### src/rtl/bin_to_bcd_seq_pkg.sv
// Shared definitions for the sequential binary-to-BCD converter:
// FSM encoding and elaboration-time helper functions.
package bin_to_bcd_seq_pkg;

   typedef enum logic [1:0] {
      ST_IDLE  = 2'd0,
      ST_SHIFT = 2'd1,
      ST_DONE  = 2'd2
   } state_e;

   // Largest value representable in the given number of BCD digits (10^d - 1).
   function automatic int pow10_minus1(input int digits);
      int p;
      p = 1;
      for (int i = 0; i < digits; i++) begin
         p = p * 10;
      end
      return p - 1;
   endfunction

   function automatic int clog2(input int value);
      int r;
      r = 0;
      for (int i = 0; i < 31; i++) begin
         if ((1 << i) < value) begin
            r = i + 1;
         end
      end
      return r;
   endfunction

endpackage

### src/rtl/bcd_digit_adj.sv
// One double-dabble correction cell: a BCD digit of 5 or more gets +3
// so that the following left shift carries correctly into the next digit.
module bcd_digit_adj (
   input  logic [3:0] i_digit,
   output logic [3:0] o_digit
);

   assign o_digit = (i_digit >= 4'd5) ? (i_digit + 4'd3) : i_digit;

endmodule

### src/rtl/bin_to_bcd_seq.sv
// Sequential double-dabble converter, one input bit per clock, with a
// start/busy/done handshake and a held, saturating BCD result for the display.
module bin_to_bcd_seq
   import bin_to_bcd_seq_pkg::*;
#(
   parameter int BIN_W  = 7,
   parameter int DIGITS = 2
) (
   input  logic                  clk,
   input  logic                  rst_N,
   input  logic                  start,
   input  logic [BIN_W-1:0]      number_bin,
   output logic                  busy,
   output logic                  done,
   output logic [4*DIGITS-1:0]   number_BCD,
   output logic                  valid,
   output logic                  overflow
);

   localparam int BCD_W = 4 * DIGITS;
   localparam int CNT_W = clog2(BIN_W + 1);
   localparam int MAX   = pow10_minus1(DIGITS);
   localparam logic [BCD_W-1:0] NINES = {DIGITS{4'h9}};

   state_e             r_state;
   state_e             w_state_next;
   logic [BIN_W-1:0]   r_shift;
   logic [BCD_W-1:0]   r_scratch;
   logic [CNT_W-1:0]   r_cnt;
   logic               r_ovf_pend;
   logic [BCD_W-1:0]   r_bcd;
   logic               r_valid;
   logic               r_overflow;

   logic               w_accept;
   logic               w_last;
   logic               w_ovf;
   logic [31:0]        w_bin_ext;
   logic [BCD_W-1:0]   w_adj;
   logic [BCD_W-1:0]   w_scratch_next;

   // Each digit is corrected before the shift, all in the same cycle.
   genvar g;
   generate
      for (g = 0; g < DIGITS; g++) begin : g_adj
         bcd_digit_adj u_adj (
            .i_digit (r_scratch[4*g +: 4]),
            .o_digit (w_adj[4*g +: 4])
         );
      end
   endgenerate

   assign w_scratch_next = {w_adj[BCD_W-2:0], r_shift[BIN_W-1]};
   assign w_bin_ext      = 32'(number_bin);
   assign w_ovf          = (w_bin_ext > 32'(MAX));
   assign w_accept       = (r_state != ST_SHIFT) && start;
   assign w_last         = (r_state == ST_SHIFT) && (r_cnt == CNT_W'(1));

   always_ff @(posedge clk or negedge rst_N) begin
      if (!rst_N) begin
         r_state <= ST_IDLE;
      end else begin
         r_state <= w_state_next;
      end
   end

   always_comb begin
      w_state_next = r_state;
      busy         = 1'b0;
      done         = 1'b0;
      case (r_state)
         ST_IDLE,
         ST_DONE: begin
            done         = (r_state == ST_DONE);
            w_state_next = start ? ST_SHIFT : ST_IDLE;
         end
         ST_SHIFT: begin
            busy         = 1'b1;
            w_state_next = w_last ? ST_DONE : ST_SHIFT;
         end
         default: begin
            w_state_next = ST_IDLE;
         end
      endcase
   end

   // The result is registered on the final shift edge so it changes
   // exactly when done rises and is held until the next completion.
   always_ff @(posedge clk or negedge rst_N) begin
      if (!rst_N) begin
         r_shift    <= '0;
         r_scratch  <= '0;
         r_cnt      <= '0;
         r_ovf_pend <= 1'b0;
         r_bcd      <= '0;
         r_valid    <= 1'b0;
         r_overflow <= 1'b0;
      end else if (w_accept) begin
         r_shift    <= number_bin;
         r_scratch  <= '0;
         r_cnt      <= CNT_W'(BIN_W);
         r_ovf_pend <= w_ovf;
      end else if (r_state == ST_SHIFT) begin
         r_scratch <= w_scratch_next;
         r_shift   <= r_shift << 1;
         r_cnt     <= r_cnt - CNT_W'(1);
         if (w_last) begin
            r_bcd      <= r_ovf_pend ? NINES : w_scratch_next;
            r_overflow <= r_ovf_pend;
            r_valid    <= 1'b1;
         end
      end
   end

   assign number_BCD = r_bcd;
   assign valid      = r_valid;
   assign overflow   = r_overflow;

endmodule

### config.mk
export PLATFORM = sky130hd
export DESIGN_NAME = bin_to_bcd_seq
export DESIGN_NICKNAME = d
export VERILOG_FILES = /design/src/rtl/bin_to_bcd_seq_pkg.sv /design/src/rtl/bcd_digit_adj.sv /design/src/rtl/bin_to_bcd_seq.sv
export SDC_FILE = /design/constraint.sdc
export NUM_CORES = 1
export LEC_CHECK = 0
export BUFFER_PORTS_ARGS = -buffer_cell sky130_fd_sc_hd__buf_2
export CELL_PAD_IN_SITES_DETAIL_PLACEMENT = 1
export CELL_PAD_IN_SITES_GLOBAL_PLACEMENT = 2
export CORE_MARGIN = 5
export CORE_UTILIZATION = 35
export DETAILED_ROUTE_END_ITERATION = 7
export HOLD_SLACK_MARGIN = 0.15
export PLACE_DENSITY_LB_ADDON = 0.1
export SLEW_MARGIN = 10
export SYNTH_ARGS = -nofsm -noshare
export SYNTH_HDL_FRONTEND = slang
export SYNTH_SLANG_ARGS = --single-unit
### constraint.sdc
create_clock -name clk -period 2.15 [get_ports clk]
set_input_delay 0.3225 -clock clk [delete_from_list [all_inputs] [get_ports clk]]
set_output_delay 0.3225 -clock clk [all_outputs]
set_load 0.01 [all_outputs]
; ---- Word-level counts from Yosys, hierarchy flattened
; Cells that the tools add are included.
[word_totals]
regBits = 31
out_inout_bits = 12
input_bits = 10
[classes]
n_addsub = 3
muxes = 14
bitwise_logic = 1
reduce_logical = 6
n_eq_ne = 4
n_lt_le_gt_ge = 3
[op_table]
columns = cell, n
row1 = $mux W8, 3
row2 = $mux W7, 2
row3 = $mux W3, 3
row4 = $ge A4 B3 Y1 const B, 2
row5 = $gt A7 B7 Y1 const B, 1
row6 = $add A4 B2 Y4 const B, 1
row7 = $mux W4, 1
row8 = $pmux W2 S2, 1
row9 = $add A3 B2 Y3 const B, 1
row10 = $eq A3 B1 Y1 const B, 1
row11 = $mux W1, 3
row12 = $reduce_and A3 Y1, 1
row13 = $sub A3 B1 Y3 const B, 1
row14 = $eq A2 B1 Y1 const B, 1
row15 = $eq A2 B2 Y1 const B, 1
row16 = $logic_and A1 B1 Y1, 2
row17 = $logic_not A2 Y1, 1
row18 = $mux W2, 1
row19 = $ne A2 B1 Y1 const B, 1
row20 = $reduce_bool A2 Y1, 1
row21 = $reduce_or A2 Y1, 1
row22 = $not A1 Y1, 1

; ---- Logic depth before layout (Yosys ltp)
; Gate-level depths: netlist of run 1.
[depth]
depth_word = 4
ltp_mapped = 7
mapped_depth_nobuf = 7

; ---- By module
; A second synthesis of run 1 with hierarchy kept.
[hier_totals]
hier_cells = 163
hier_area_um2 = 1531.5
[modules_own_cells]
columns = mod, cells_each, area_each_um2, n_inst, seq_area_each_um2
row1 = bin_to_bcd_seq, 131, 1328.8, 1, 775.7
row2 = bcd_digit_adj, 16, 101.3, 2, 0.0

; ---- Worst setup path after synthesis of run 1
; OpenSTA, ideal clock, no wires.
[synth_timing]
path_kind = reg-to-reg
startpoint = reg r_scratch[4]
endpoint = reg r_bcd[6] (netlist: number_BCD[6])
required_ps = 2055
arrival_ps = 1406
path_buffers = 0
period_less_slack_ps = 1502
stages_incl_launch_ff = 7
setup_ps = 95
slack_ps = 648
path_cell_list = dfrtp_1 > inv_1 > ha_1 > nand2b_1 > a21oi_2 > mux2_2 > o31ai_1
[synth_via]
elab_chain_len = 3
elab_cells_between_ends = 4
cone_classes = 1 x add/sub / 1 x order compare / 2 x mux
[synth_rtl]
columns = item, line_no
row1 = start: declaration, bin_to_bcd_seq.sv:28  ; logic [BCD_W-1:0] r_scratch;
row2 = start signal: assignment, bin_to_bcd_seq.sv:104  ; r_scratch <= w_scratch_next;
row3 = $ge A4 B3 Y1 or $add A3 B2 Y3 (tied branches), bcd_digit_adj.sv:8  ; assign o_digit = (i_digit >= 4'd5) ? (i_digit + 4'd3) : i_digit;
row4 = $mux W3 *, bcd_digit_adj.sv:8
row5 = $mux W8 *, bin_to_bcd_seq.sv:108  ; r_bcd <= r_ovf_pend ? NINES : w_scratch_next;
row6 = end signal: assignment, bin_to_bcd_seq.sv:108
row7 = end: declaration, bin_to_bcd_seq.sv:31  ; logic [BCD_W-1:0] r_bcd;
; Mark *: on every way between the ends. The rest lies on a longest branch, timed or not.
; A chain may end at the register's enable or synchronous reset.

; ---- Worst setup path after layout of run 1
; Ends and elaborated chain as after synthesis.

==> results.md, run 1 <==
* Yosys reg bits at 31
* Clock slew at reported path FFs at about 60 ps
* Post_cts resized at 0
* Crit path largest cell delay at 390 ps
* Initial antenna violation count at 0
* Die height at 75.1 um
* Root buffer cell: clkbuf_8
* Asr flop ratio synth at between 90% and 100%
* Largest net degree at the start of global routing at 32
* Seq/Total Area, Yosys at 52.4%
* Overall routing resource usage at 13.3%
* Syn. warnings at 0
* Final Slew Violations at 0
* WL final at 3.25 mm
* Post-synth EDFFs at 0
* Vias at 1118
* Main synth FF type: dfrtp_1
* Layout area overhead at 16.4%
* RSZ-0062 raised after global routing: no
* TritonRoute pass-1 iters at 4
* Starting Density at 36.5%
* Final hold violation count at 0
* Slew HR at 53.1%
* Netlist cell types at 29
* Post-layout min period at 1730 ps
* Post-DP HPWL at approximately 2.4 mm
* Most frequent cells in the layout: 31 x dfrtp_1, 21 x buf_2, 19 x o21ai_0
* Crit end category: flip-flop
* Fin nets at 184
* Clock skew at 3.19 ps
* Mapped Avg Cell Area at 10.3 um2
* Clk sink count at 31
* Leakage at ~0.00084 uW
* GR met2 Demand/Resource at 22.0%
* Final setup viols at 0
* Max Cap Violations at 0
* Place WS at 408 ps
* Req. time, crit path at 2320 ps
* Clk Latency, worst-skew pair at 280 ps
* Crit path cell chain: inv_1 -> ha_1 -> nand2b_1 -> a21oi_2 -> mux2_2 -> o31ai_1
* Fmax at 580 MHz
* Post-DR vias/cell at slightly above 5
* Number of buffers created by CTS at 5
* FF-to-FF Start: r_scratch[4]$_DFFE_PN0P_
* CTS tree: built
* Worst hold path type: primary input to flip-flop
* CP max-delay cell: dfrtp_1
* DRC Markers at 0
* ANT nets after route at 0
* Crit path kind: flip-flop to flip-flop
* GRT Max-Usage Layer: met2
* Worst-Margin Slew at between 700 and 800 ps
* Post-CTS Setup Repair Bufs at 0
* Worst vdd ir at 502 uV
* Hold Startpoint: number_bin[0]
* Critical Path Start Type: flip-flop
* Top Ports at 22
* Vias in the first global route at 1175
* Die Wd at 75.1 um
* # rows at 23
* First-pass GRT wire length at 5.53 mm
* Period utilization at 80.2%
* Synth Cell Area at 1480 um2
* Power per cell area at 1490 nW/um2
* Starting DRT DRC Count at ~50
* CP Data Arrival Time at 1890 ps
* Final setup margin at 425 ps
* Grt ovf at 0
* Critical path peak fanout at 4
* Layout cell share with drive strength beyond 1 at 21.3%
* Core box area at 4060 um2
* Post-synth net total at 160
* Cells after Synth at 144
* Setup tns final at 0 ps
* Status: complete, no violations
* Area of the die at 5630 um2
* Overall power at 2560 uW
* Diode count at 0
* Clk buf depth at 2
* Commonest non-fill, non-tap cell in the layout: dfrtp_1
* Global routing met3 resource utilization at 3.34%
* IO Port Bufs at 21
* Gpl congestion at approximately 0.76
* H-tree Lvls at 2
* GR Util met1 at ~16%
* Crit path from: r_scratch[4]$_DFFE_PN0P_
* Per-cell routed wire length at ~15 um
## per-stage QoR
stage | cell area (um2) | util [%] | instances | hold slack [ps]
after floorplan | 1480 | - | 144 | 26.9
after global placement | 1610 | 39.8 | 210 | 415
after global routing | 1720 | 42.5 | 219 | 285
after detailed placement | 1610 | 39.8 | 210 | 413
after CTS | 1720 | 42.5 | 219 | 285
final | 1720 | 42.5 | 219 | 292
## worst paths after layout
kind                                             end  slack [ps]  cells past startpoint
setup reg to reg           number_BCD[6]$_DFFE_PN0P_         420                      6
hold reg to reg            number_BCD[0]$_DFFE_PN0P_         460                      2
setup / recovery           number_BCD[6]$_DFFE_PN0P_         420                      6
max in group asynchronous   r_scratch[0]$_DFFE_PN0P_        1070                      2
min in group asynchronous          valid$_DFFE_PN0P_         630                      2
hold / removal                r_shift[0]$_DFFE_PN0P_         290                      3
## synth_stat cells (3+ instances only)
cell type | n | area share [%]
nand2_1 | 16 | 4.1
nand2b_1 | 4 | 1.7
o21ai_0 | 19 | 6.4
mux2i_1 | 8 | 5.4
nor3b_1 | 3 | 1.5
a21oi_1 | 3 | 1.0
dfrtp_1 | 31 | 52
inv_1 | 9 | 2.3
nor2_1 | 10 | 2.5
nand3_1 | 3 | 1.0
ha_1 | 6 | 5.1
o31ai_1 | 5 | 2.5
buf_2 | 4 | 1.4
nor3_1 | 3 | 1.0
## registers in the layout (all words and copies together), names as in the netlist
name / flops
overflow: 1
r_shift: 7
valid: 1
r_cnt: 3
r_ovf_pend: 1
r_state: 2
r_scratch: 8
number_BCD: 8
## logic make-up after synthesis
| kind of cell | after synthesis | synth area share, % |
|---|---|---|
| simple gates | 43 | 13.9 |
| compound gates | 36 | 14.8 |
| flops | 31 | 52.4 |
| buf+inv | 16 | 5.74 |
| mux | 10 | 6.93 |
| fa+ha+maj | 6 | 5.07 |
| xor+xnor | 2 | 1.18 |
## area by class of cell
cell class	count	area, um2
fill	485	2330
tap	50	62.6
sequential	31	776
clock buffer	8	100
multi-input combinational	97	621
timing repair buffer	23	123
inverter	10	42.5
## routing by layer
layer / vias to the layer above / routed length (um)
met1: 545 / 1470
met5: - / 0
met3: 8 / 186
met4: 0 / 65
met2: 24 / 1530
li1: 541 / -
## where the power goes
group	switching (uW)	internal (uW)	total [uW]
clock	208	292	500
combinational	622	423	1040
sequential	180	836	1020
## repair_timing
item	in CTS	in global routing
endpoints found under the setup margin	0	0
hold endpoints to repair	31	0
hold buffers	1	0
## critical path: cells and delay by family, from the launching register on
kind	cells	cell delay, ps
compound gates	2	450
flops	1	390
mux	1	360
fa+ha+maj	1	220
buf+inv	1	90
simple gates	1	90
No activity file was read; power rests on OpenSTA's default activity.
==> run 2: changes to the inputs <==
clock period = 1.7 ns   (was 2.15 ns; I/O delays follow)
==> results.md, run 2 (synthesis gave the netlist of run 1 again) <==
* Crit path from: r_scratch[4]$_DFFE_PN0P_ (unchanged)
* Final Slew Violations at 0 (unchanged)
* Clk Latency, worst-skew pair at 280 ps (about the same)
* Clk sink count at 31 (unchanged)
* Overall routing resource usage at 13.1% (was 13.3%)
* Area of the die at 5630 um2 (unchanged)
* Fmax at 638 MHz (was 580 MHz)
* Slew HR at 52.7% (was 53.1%)
* Global routing met3 resource utilization at 3.20% (was 3.34%)
* Req. time, crit path at 1890 ps (was 2320 ps)
* # fillers at 460 (was 485)
* Initial antenna violation count at 0 (unchanged)
* Critical path peak fanout at 4 (unchanged)
* Setup tns final at 0 ps (unchanged)
* Period utilization at 92.2% (was 80.2%)
* Power per cell area at 1880 nW/um2 (was 1490 nW/um2)
* Post-DP HPWL at 2.37 mm (was 2.43 mm)
* Final setup viols at 0 (unchanged)
* Leakage at 0.000853 uW (was 0.000843 uW)
* Vias at 1103 (was 1118)
* Worst vdd ir at 575 uV (was 502 uV)
* Starting Density at 36.5% (unchanged)
* Number of buffers created by CTS at 5 (unchanged)
* Starting DRT DRC Count at 34 (was 51)
* Layout area overhead at 18.2% (was 16.4%)
* Die height at 75.1 um (unchanged)
* CP Data Arrival Time at 1760 ps (was 1890 ps)
* Diode count at 0 (unchanged)
* ANT nets after route at 0 (unchanged)
* Overall power at 3300 uW (was 2560 uW)
* FF-to-FF Start: r_scratch[4]$_DFFE_PN0P_ (unchanged)
* Core box area at 4060 um2 (unchanged)
* Status: complete, no violations (unchanged)
* TritonRoute pass-1 iters at 4 (unchanged)
* Util after Layout at 43.2% (was 42.5%)
* IO Port Bufs at 21 (unchanged)
* GRT Max-Usage Layer: met2 (unchanged)
* Worst hold path type: primary input to flip-flop (unchanged)
* Most frequent cells in the layout: 31 x dfrtp_1, 21 x buf_2, 19 x o21ai_0 (unchanged)
* CTS tree: built (unchanged)
* Per-cell routed wire length at 14.6 um (was 14.8 um)
* Root buffer cell: clkbuf_8 (unchanged)
* Clock skew at 6.21 ps (was 3.19 ps)
* RSZ-0062 raised after global routing: no (unchanged)
* Post-layout min period at 1570 ps (was 1730 ps)
* Max Cap Violations at 0 (unchanged)
* Clock slew at reported path FFs at 60 ps (about the same)
* Critical Path Start Type: flip-flop (unchanged)
* Largest net degree at the start of global routing at 32 (unchanged)
* WL final at 3.22 mm (was 3.25 mm)
* # rows at 23 (unchanged)
* GR met2 Demand/Resource at 21.6% (was 22.0%)
* Hold Startpoint: number_bin[0] (unchanged)
* Grt ovf at 0 (unchanged)
* First-pass GRT wire length at 5.53 mm (about the same)
* GR Util met1 at 16.4% (was 16.0%)
* Final hold violation count at 0 (unchanged)
* Top Ports at 22 (unchanged)
* DRC Markers at 0 (unchanged)
* Die Wd at 75.1 um (unchanged)
* Crit path kind: flip-flop to flip-flop (unchanged)
* Gpl congestion at 0.740 (was 0.759)
* Clk buf depth at 2 (unchanged)
* Worst-Margin Slew at 709 ps (was 703 ps)
* Commonest non-fill, non-tap cell in the layout: dfrtp_1 (unchanged)
* Layout cell share with drive strength beyond 1 at 22.8% (was 21.3%)
* Vias in the first global route at 1166 (was 1175)
* H-tree Lvls at 2 (unchanged)
* Post-DR vias/cell at 4.99 (was 5.11)
* Crit end category: flip-flop (unchanged)
* Fin nets at 186 (was 184)
[run 2: cell count changes in the layout (fill, tap and decap cells not counted), sizes merged]
cell	before	now
buf	22	24
[run 2: layer usage]
metal	vias up	part of all wire [%]
li1	544	-
met1	530	45
met2	24	48
met3	5	5.0
met4	0	1.4
met5	-	0
[run 2: report_power, final]
part | total (uW) | switching (uW) | internal [uW]
Sequential | 1280 | 222 | 1060
Combinational | 1380 | 788 | 594
Clock | 640 | 270 | 369
Total | 3300 | 1280 | 2020
[run 2: path summary, 6_finish.rpt]
| path | to | slack (ps) | depth (start not counted) |
|---|---|---|---|
| worst max-delay path | number_BCD[6]$_DFFE_PN0P_ | 130 | 6 |
| worst min-delay path | r_shift[0]$_DFFE_PN0P_ | 230 | 3 |
| worst max register to register | number_BCD[6]$_DFFE_PN0P_ | 130 | 6 |
| worst min register to register | valid$_DFFE_PN0P_ | 470 | 1 |
| max in group asynchronous | r_cnt[2]$_DFFE_PN0P_ | 690 | 2 |
| min in group asynchronous | number_BCD[3]$_DFFE_PN0P_ | 560 | 2 |
[run 2: worst max-delay path: stages (launching register included)]
cell      delay [ps]
dfrtp_1          400
inv_1            150
ha_4             170
nand2b_1          70
a21oi_2          150
mux2_2           360
o31ai_1          180
[run 2: cell type report]
| cell class | instances | area, um2 | area share, % |
|---|---|---|---|
| sequential | 31 | 776 | 44.3 |
| multi-input combinational | 97 | 633 | 36.1 |
| timing repair buffer | 25 | 138 | 7.86 |
| clock buffer | 8 | 100 | 5.71 |
| tap | 50 | 62.6 | 3.57 |
| inverter | 10 | 42.5 | 2.43 |
[run 2: stage by stage]
stage | worst slack [ps] | cells | area, um2 | hold WS (ps)
6_report | 133 | 221 | 1750 | 226
5_1_grt | 10.5 | 221 | 1750 | 231
4_1_cts | 36.6 | 220 | 1730 | 217
3_5_place_dp | 48.1 | 211 | 1620 | 355
3_3_place_gp | 153 | 211 | 1620 | 344
2_1_floorplan | 198 | 144 | 1480 | -40.6
[run 2: repair_timing]
action,CTS,global route
hold endpoints to repair,31,0
resized for setup,0,2
buffers inserted,0,1
hold buffers,1,0
endpoints found under the setup margin,0,1
==> run 3: changes to the inputs <==
CELL_PAD_IN_SITES_DETAIL_PLACEMENT = 0   (was 1)
==> results.md, run 3 (synthesis gave the netlist of run 1 again) <==
* WL final at 3.03 mm (was 3.22 mm)
* Layout cell share with drive strength beyond 1 at 21.8% (was 22.8%)
* Critical Path Start Type: flip-flop (unchanged)
* Starting Density at 36.5% (unchanged)
* Routed metal-1 wirelength at 1.44 mm (was 1.46 mm)
* CP max-delay cell: dfrtp_1 (unchanged)
* Fmax at 633 MHz (was 638 MHz)
* Grt ovf at 0 (unchanged)
* Worst r2r path cells at 6 (unchanged)
* RSZ-0062 raised after global routing: no (unchanged)
* Leakage at 0.000837 uW (was 0.000853 uW)
* CP Data Arrival Time at 1770 ps (was 1760 ps)
* Area of the die at 5630 um2 (unchanged)
* Crit path cell chain: inv_1 -> ha_2 -> nand2b_1 -> a21oi_2 -> mux2_2 -> o31ai_1 (was inv_1 -> ha_4 -> nand2b_1 -> a21oi_2 -> mux2_2 -> o31ai_1)
* Post-DR vias/cell at 4.90 (was 4.99)
* Layout area overhead at 15.8% (was 18.2%)
* Met3 WL at 186 um (was 162 um)
* Req. time, crit path at 1890 ps (about the same)
* Final setup margin at 120 ps (was 133 ps)
* Slew HR at 51.8% (was 52.7%)
* Post-DP HPWL at 2.15 mm (was 2.37 mm)
* Crit path largest cell delay at 390 ps (was 400 ps)
* WHS Path Cells at 3 (unchanged)
* Final setup viols at 0 (unchanged)
* Clk Latency, worst-skew pair at 280 ps (about the same)
* Diode count at 0 (unchanged)
* Crit end category: flip-flop (unchanged)
* Overall routing resource usage at 12.1% (was 13.1%)
* Clk buf depth at 2 (unchanged)
* Crit path kind: flip-flop to flip-flop (unchanged)
* Util after Layout at 42.3% (was 43.2%)
* Worst-Margin Slew at 723 ps (was 709 ps)
* Place WS at 111 ps (was 48.1 ps)
* Hold Startpoint: number_bin[0] (unchanged)
* Flop-to-flop setup slack at 120 ps (was 130 ps)
* Setup tns final at 0 ps (unchanged)
* Vias in the first global route at 1058 (was 1166)
* Final Slew Violations at 0 (unchanged)
* Starting DRT DRC Count at 57 (was 34)
* Post-CTS Setup Repair Bufs at 0 (unchanged)
* Top routing layer used: met4 (unchanged)
* Critical path peak fanout at 4 (unchanged)
* Clock skew at 8.45 ps (was 6.21 ps)
* Fin nets at 185 (was 186)
* Initial antenna violation count at 0 (unchanged)
* Post-layout min period at 1580 ps (was 1570 ps)
* Clk sink count at 31 (unchanged)
* Largest net degree at the start of global routing at 32 (unchanged)
* Die height at 75.1 um (unchanged)
* CTS tree: built (unchanged)
* Crit path buf inv count at 1 (unchanged)
* FF-to-FF Start: r_scratch[4]$_DFFE_PN0P_ (unchanged)
* Top delay family on crit path: flip-flops (unchanged)
* TritonRoute pass-1 iters at 4 (unchanged)
* DRC Markers at 0 (unchanged)
* Gpl congestion at 0.740 (unchanged)
* # fillers at 401 (was 460)
* Final hold violation count at 0 (unchanged)
* First-pass GRT wire length at 5.04 mm (was 5.53 mm)
* Number of buffers created by CTS at 5 (unchanged)
* Worst hold path type: primary input to flip-flop (unchanged)
* Top Ports at 22 (unchanged)
* # rows at 23 (unchanged)
* Met2 WL post-DR at 1.36 mm (was 1.55 mm)
* Power per cell area at 1830 nW/um2 (was 1880 nW/um2)
* Worst vdd ir at 648 uV (was 575 uV)
* H-tree Lvls at 2 (unchanged)
* Commonest non-fill, non-tap cell in the layout: dfrtp_1 (unchanged)
* Clock slew at reported path FFs at 70 ps (was 60 ps)
* Die Wd at 75.1 um (unchanged)
* Status: complete, no violations (unchanged)
* Most frequent cells in the layout: 31 x dfrtp_1, 21 x buf_2, 19 x o21ai_0 (unchanged)
* Period utilization at 92.9% (was 92.2%)
* RR Endpoint: number_BCD[6]$_DFFE_PN0P_ (unchanged)
* Max Cap Violations at 0 (unchanged)
* Hold endpoint: r_shift[0]$_DFFE_PN0P_ (unchanged)
* ANT nets after route at 0 (unchanged)
* IO Port Bufs at 21 (unchanged)
* Per-cell routed wire length at 13.8 um (was 14.6 um)
* Root buffer cell: clkbuf_8 (unchanged)
* Core box area at 4060 um2 (unchanged)
* Vias at 1078 (was 1103)
[run 3: cell types whose count changed in the layout (fill, tap and decap cells not counted)]
cell and delta:
clkinv_2 +1, ha_2 +1, ha_4 -1, buf_4 -1
clkbuf_8 -2, clkbuf_1 +1
[run 3: layout make-up]
type	count	area [um2]	share of cell area [%]
Sequential cell	31	776	45.2
Inverter	10	42.5	2.48
Multi-Input combinational cell	97	623	36.3
Timing Repair Buffer	24	130	7.59
Tap cell	50	62.6	3.65
Clock inverter	1	5.00	0.292
Clock buffer	7	76.3	4.45
[run 3: worst max-delay path by stage]
stage,slack (ps),cells past startpoint,endpoint,start
2_1_floorplan,200,6,number_BCD[6]$_DFFE_PN0P_,r_scratch[4]$_DFFE_PN0P_
5_1_grt,0.3,6,number_BCD[6]$_DFFE_PN0P_,r_scratch[4]$_DFFE_PN0P_
3_5_place_dp,110,6,number_BCD[6]$_DFFE_PN0P_,r_scratch[4]$_DFFE_PN0P_
3_3_place_gp,150,6,number_BCD[6]$_DFFE_PN0P_,r_scratch[4]$_DFFE_PN0P_
6_report,120,6,number_BCD[6]$_DFFE_PN0P_,r_scratch[4]$_DFFE_PN0P_
4_1_cts,90,6,number_BCD[6]$_DFFE_PN0P_,r_scratch[4]$_DFFE_PN0P_
[run 3: timing repair]
item | CTS | global route
endpoints found under the hold margin | 31 | 0
setup endpoints to repair | 0 | 1
gates resized for setup | 0 | 1
hold buffers | 1 | 0
[run 3: stage by stage]
stage	total power, uW	hold slack [ps]	cells	cell area [um2]
4_1_cts	3200	211	220	1710
3_5_place_dp	2620	360	211	1620
6_report	3150	217	220	1720
5_1_grt	3430	238	220	1720
2_1_floorplan	2260	-40.6	144	1480
3_3_place_gp	2590	344	211	1620
[run 3: tightest hold or removal path: cells and delay by family]
family                 cells  cell delay [ps]
buffers and inverters      1               80
AND/OR/NAND/NOR            1               70
multiplexers               1               50
[run 3: report_power, final]
group / internal [uW] / switching, uW
clock network: 287 / 269
logic: 557 / 761
registers: 1060 / 216
[run 3: routing by layer]
layer / up-vias / global-route usage (%)
li1: 542 / -
met1: 506 / 14.5
met2: 24 / 19.6
met3: 6 / 4.67
met4: 0 / 4.74
met5: - / 0
